### src/rtl/event_ts_arbiter.sv
// Round-robin arbiter that stamps pixel-group events with the wall-clock timestamp
// and inserts a marker entry whenever the timestamp rolls over.
module event_ts_arbiter #(
  parameter int NUM_REQ  = 4,
  parameter int TS_WIDTH = 32,
  parameter int ID_WIDTH = $clog2(NUM_REQ)
) (
  input  logic                clk_i,
  input  logic                reset_i,
  input  logic [TS_WIDTH-1:0] timestamp_i,
  input  logic [NUM_REQ-1:0]  req_i,
  output logic [NUM_REQ-1:0]  ack_o,
  output logic                event_valid_o,
  input  logic                event_ready_i,
  output logic [ID_WIDTH-1:0] event_id_o,
  output logic [TS_WIDTH-1:0] event_ts_o,
  output logic                event_wrap_o
);

  localparam int unsigned NREQ = NUM_REQ;

  typedef enum logic {
    EMPTY,
    FULL
  } state_e;

  state_e              state_q, state_d;
  logic [ID_WIDTH-1:0] rr_ptr_q, rr_ptr_d;
  logic                msb_q, msb_d;
  logic                wrap_pend_q, wrap_pend_d;
  logic [ID_WIDTH-1:0] id_q, id_d;
  logic [TS_WIDTH-1:0] ts_q, ts_d;
  logic                wrap_q, wrap_d;

  logic                load_ok;
  logic                wrap_det;
  logic                found;
  logic [ID_WIDTH-1:0] grant_idx;
  logic [ID_WIDTH-1:0] scan_idx;
  logic                load_wrap;
  logic                load_pix;
  logic                load;

  // Rotating priority search starting at rr_ptr_q.
  always_comb begin
    found     = 1'b0;
    grant_idx = '0;
    scan_idx  = '0;
    for (int unsigned i = 0; i < NREQ; i++) begin
      scan_idx = ID_WIDTH'((32'(rr_ptr_q) + i) % NREQ);
      if (!found && req_i[scan_idx]) begin
        found     = 1'b1;
        grant_idx = scan_idx;
      end
    end
  end

  always_comb begin
    state_d     = state_q;
    rr_ptr_d    = rr_ptr_q;
    id_d        = id_q;
    ts_d        = ts_q;
    wrap_d      = wrap_q;
    ack_o       = '0;

    // Gating with reset_i keeps ack_o silent while reset is held.
    load_ok   = reset_i & ((state_q == EMPTY) | event_ready_i);
    wrap_det  = msb_q & ~timestamp_i[TS_WIDTH-1];
    load_wrap = load_ok & wrap_pend_q;
    load_pix  = load_ok & ~wrap_pend_q & found;
    load      = load_wrap | load_pix;

    msb_d       = timestamp_i[TS_WIDTH-1];
    wrap_pend_d = (wrap_pend_q & ~load_wrap) | wrap_det;

    if (load_pix) begin
      ack_o[grant_idx] = 1'b1;
      rr_ptr_d         = ID_WIDTH'((32'(grant_idx) + 32'd1) % NREQ);
    end

    if (load) begin
      id_d   = load_wrap ? '0 : grant_idx;
      ts_d   = timestamp_i;
      wrap_d = load_wrap;
    end

    case (state_q)
      EMPTY:   if (load) state_d = FULL;
      FULL:    if (event_ready_i && !load) state_d = EMPTY;
      default: state_d = EMPTY;
    endcase
  end

  always_ff @(posedge clk_i or negedge reset_i) begin
    if (!reset_i) begin
      state_q     <= EMPTY;
      rr_ptr_q    <= '0;
      msb_q       <= 1'b0;
      wrap_pend_q <= 1'b0;
      id_q        <= '0;
      ts_q        <= '0;
      wrap_q      <= 1'b0;
    end else begin
      state_q     <= state_d;
      rr_ptr_q    <= rr_ptr_d;
      msb_q       <= msb_d;
      wrap_pend_q <= wrap_pend_d;
      id_q        <= id_d;
      ts_q        <= ts_d;
      wrap_q      <= wrap_d;
    end
  end

  assign event_valid_o = (state_q == FULL);
  assign event_id_o    = id_q;
  assign event_ts_o    = ts_q;
  assign event_wrap_o  = wrap_q;

endmodule

### config.mk
export PLATFORM = sky130hd
export DESIGN_NAME = event_ts_arbiter
export DESIGN_NICKNAME = d
export VERILOG_FILES = /design/src/rtl/event_ts_arbiter.sv
export SDC_FILE = /design/constraint.sdc
export NUM_CORES = 1
export LEC_CHECK = 0
export CAP_MARGIN = 0
export CORE_ASPECT_RATIO = 1.2
export CORE_MARGIN = 2
export CORE_UTILIZATION = 40
export DETAILED_ROUTE_END_ITERATION = 10
export PLACE_DENSITY_LB_ADDON = 0.2
export RECOVER_POWER = 100
export SYNTH_ARGS = -nofsm -noshare
export SYNTH_HDL_FRONTEND = slang
export SYNTH_SLANG_ARGS = --single-unit
### constraint.sdc
create_clock -name clk_i -period 2.2 [get_ports clk_i]
set_input_delay 0.33 -clock clk_i [delete_from_list [all_inputs] [get_ports clk_i]]
set_output_delay 0.33 -clock clk_i [all_outputs]
set_load 0.005 [all_outputs]
# Word level (Yosys, flattened, before mapping)
# Index checks and enable logic that the tools add are counted.
# totals
out_inout_bits,40
word_cells,62
reg_bits,40
input_bits,39
# classes
n_addsub,4
bitwise,13
order_cmp,6
mux,23
reduce_logical,9
# op_table
op,count
$lt 2x3->1 const B,5
$mux 1,11
$mux 2,5
$bmux 1 s2,4
$and 1x1->1,6
$logic_and 1x1->1,5
$add 2x1->2 const B,2
$add 2x2->2 const B,2
$logic_not 1->1,4
$mux 4,1
$not 1->1,4
$or 1x1->1,3
$demux 1 s2,1
$ge 2x1->1 const B,1
$pmux 1 s2,1

# Logic depth before layout (Yosys ltp)
# logic_depth
ltp_word,18
mapped_depth,6
depth_no_buf,6

# Worst setup path before layout
# No wires, ideal clock.
# synth_path
path_type,register to output
startpoint,register rr_ptr_q[0]
endpoint,output ack_o[2]
path_stages_with_launch,7
t_arrival_ns,1.262
path_slack_ns,0.608
required_ns,1.870
path_buffers,0
path_cell_list,dfrtp_1 nand2b_1 a21boi_1 o221ai_1 nand2b_1 ha_1 and2_1
# synth_between
elab_chain_cells,17
elab_cells_between_ends,32
classes_between,add/sub: 3; order compare: 2; mux: 19; bitwise: 1; reduce/logical: 7
# synth_lines
element,line,source
from (decl),28,"logic [ID_WIDTH-1:0] rr_ptr_q, rr_ptr_d;"
from (signal assigned),105,rr_ptr_q <= rr_ptr_d;
"parallel branches: the longest is 16 deep, another holds $lt 2x3->1",-,
$mux 4 *,76,if (load_pix) begin
to (decl),12,"output logic [NUM_REQ-1:0] ack_o,"
# Mark *: on every way between the ends. The select of a mux whose other input is x is not followed.

# Worst setup path in the final report
# layout_path
startpoint,register rr_ptr_q[1]
endpoint,output ack_o[2]
# The elaborated chain is that of the path after synthesis.

==> impl_metrics.toml <==
[pwr]
power_density_mw_per_mm2 = 808
p_sw_mw = 0.666
p_leak_nw = 1.38
peakVddDrop_mv = 0.369
total_power_mw = 2.42
pwr-share-seq_pct = 40.7
p_sw_share_pct = 27.5
p_clk_share_pct = 20.3
p_int_mw = 1.75
p_comb_share_pct = 39.1

[logic_synthesis]
synth_cell_types = 27
synth_seq_area_share_pct = 53.8
syn_area_mm2 = 0.00186
synth_top_cell_by_area = "dfrtp_1"
ys_warn_count = 0
synth_top_cell_area_share_pct = 53.8
avgSynthCellArea_um2 = 15.6
syn_nets = 162
synth_seq_cells = 40
synth_area_leaders = "dfrtp_1 (54%), mux2_4 (23%), buf_12 (3.2%), mux2_2 (3.0%), ha_1 (2.7%)"
synth_cells = 119

[worst_setup_path]
regToRegStartpoint = "rr_ptr_q[1]"
critical_path_class = "reg2out"
reg2reg_setup_slack_ns = 0.43
cp_max_fo = 4
crit_required_ns = 1.87
rr_endpoint = "rr_ptr_q[0]"
cp-end-kind = "primary output"
reg2regPathDepth = 9
start_kind = "flip-flop"
worstPathArrival_ns = 1.86

[clock_tree]
ctsRootBufferMaster = "clkbuf_8"
clk_latency_ns = 0.28
clkSlewWorstSetupHoldPaths_ns = 0.07
htreeDepth = 2
cts_buffer_depth = 2
cts_tree = "yes"
cts_made_buffers = 5
cts_sinks = 40

[route]
route.detailed.drc = 0
drt_first_pass_iters = 2
vias = 1343
antenna_left = 0
vias_per_cell = 4.73
wl_met2_mm = 2.43
wl_per_cell_um = 15.8
wl_met1_mm = 1.69
routed_wl_mm = 4.49
wl_met3_um = 258
drtIter0Drc = 22
highest_layer = "met4"

[grt]
grt-ovfl-total = 0
grt_pass1_vias = 1476
antenna_found_initial = 0
grt_start_max_net_pins = 42
grt_pass1_wl_mm = 7.08
track_usage_pct = 18.2

[placed_design]
port_buffers = 78
preCtsSetupSlack_ns = -0.394
gp_congestion = 0.722
dp_hpwl_mm = 3.16

[timing]
finClkSkew_ns = 0.00501
hold_violations = 0
tightest_slew_ns = 0.982
rsz0062_at_grt = "yes"
fin_crit_ns = 2.19
slew_viol_final = 0
fin_ws_ns = 0.00540
fin_crit_sh_pct = 99.8
tns_ns = 0
max_slew_margin_pct = 34.5
finalSetupViolations = 0
fmax_mhz = 456

[layout]
insertedDiodeCount = 0
fillCellCount = 364
final_nets = 268
drive_gt1_share_pct = 39.4
area_growth_pct = 61.0

[worst_hold_path]
hold_class = "in2async"

[floorplan]
die-width_um = 66.3
ioPinCount = 79
dieArea_mm2 = 0.00522
core-area_mm2 = 0.00453
num_rows = 27
initial_core_util_pct = 41.1
die_y_um = 78.7

[run_status]
outcome = "finished, final reports clean"

[flow_run]
maxCapViolCount = 0
-- stage by stage --
stage / cells / area (um2) / hold WS, ns / util, %
2_1_floorplan: 119 / 1860 / 0.0344 / -
5_1_grt: 284 / 3000 / 0.501 / 66.2
3_5_place_dp: 266 / 2770 / 0.484 / 61.1
6_report: 284 / 3000 / 0.402 / 66.2
3_3_place_gp: 266 / 2770 / 0.469 / 61.1
4_1_cts: 281 / 2940 / 0.166 / 65.0
-- worst max path at each step --
stage	cells after the start	end	from	slack [ns]
5_1_grt	8	ack_o[1]	rr_ptr_q[0]	-0.09
4_1_cts	8	ack_o[2]	rr_ptr_q[0]	0.02
6_report	9	ack_o[2]	rr_ptr_q[1]	0.005
3_3_place_gp	8	ack_o[2]	req_i[3]	-0.30
2_1_floorplan	6	ack_o[2]	rr_ptr_q[0]	0.61
3_5_place_dp	8	ack_o[2]	req_i[3]	-0.39
-- state kept, by name (all words and copies together), names as in the netlist --
register / cells
event_valid_o: 1
msb_q: 1
event_id_o: 2
rr_ptr_q: 2
event_ts_o: 32
wrap_pend_q: 1
event_wrap_o: 1
-- per-layer routing --
layer	GRT usage, %	vias up
met3	6.37	10
met4	6.94	0
met5	0	-
met2	31.3	51
met1	20.4	655
li1	-	627
-- cells in the final DEF, fill, tap and decap left out, types with 2 or more instances in the layout --
| cell type | synthesis | layout |
|---|---|---|
| inv_1 | 3 | 3 |
| nand2_1 | 6 | 6 |
| dfrtp_1 | 40 | 38 |
| clkbuf_8 | 0 | 6 |
| dlygate4sd3_1 | 0 | 37 |
| buf_6 | 0 | 3 |
| nand2_2 | 2 | 2 |
| buf_2 | 0 | 2 |
| buf_4 | 0 | 19 |
| mux2_4 | 29 | 29 |
| nor2_2 | 2 | 4 |
| and2_1 | 4 | 3 |
| o21ai_0 | 2 | 2 |
| mux2_2 | 5 | 5 |
| dfrtp_2 | 0 | 2 |
| ha_2 | 0 | 3 |
| clkdlybuf4s50_1 | 0 | 32 |
| clkbuf_1 | 0 | 4 |
| nand2b_4 | 0 | 2 |
| dlygate4sd2_1 | 0 | 4 |
-- critical path, stage by stage (launching register included) --
cell      delay [ns]
dfrtp_2         0.45
buf_6           0.14
mux2i_1         0.11
nand2_1         0.08
o221ai_2        0.11
buf_4           0.16
nand2b_4        0.14
ha_2            0.16
and2_1          0.13
buf_2           0.12
-- power by group through the flow --
stage | logic, mW | clock network (mW) | registers, mW
after floorplan | 0.339 | 0 | 0.980
after global placement | 0.745 | 0 | 0.978
after detailed placement | 0.765 | 0 | 0.990
after CTS | 0.891 | 0.517 | 0.991
after global routing | 1.02 | 0.552 | 1.00
final | 0.945 | 0.491 | 0.984
-- Yosys cell counts --
cell type / n
nor3b_1: 2
nand2_2: 2
nand2_1: 6
a221o_1: 1
a211oi_1: 1
nand3b_1: 1
nor3_2: 1
o221ai_1: 1
o21ai_0: 2
nor2_1: 2
a21boi_1: 1
o21bai_4: 1
o211ai_1: 1
mux2_4: 29
or3_1: 1
nand2b_2: 1
and2_1: 4
dfrtp_1: 40
ha_1: 4
inv_1: 3
mux2i_1: 1
nand2b_1: 2
buf_12: 3
nor2_2: 2
nor4_4: 1
nand3_1: 1
mux2_2: 5
-- logic make-up after synthesis --
family | synth area share (%)
fa+ha+maj | 2.69
simple gates | 8.94
mux | 27.0
compound gates | 3.77
flops | 53.8
buf+inv | 3.83
-- what timing repair did --
action,in CTS,in global routing
buffers inserted,7,3
resized for setup,27,11
pin swaps,4,4
endpoints found under the setup margin,4,4
hold buffers,0,0
-- cell type report --
type | instances | area, um2 | share of cell area (%)
flip-flops and latches | 40 | 1000 | 33.5
repair buffers | 102 | 955 | 31.9
multi-input cells | 73 | 863 | 28.8
clock buffers | 8 | 90.1 | 3.01
well taps | 58 | 72.6 | 2.42
inverters | 3 | 11.3 | 0.376
Note: power is estimated with default switching activity, not from simulation.
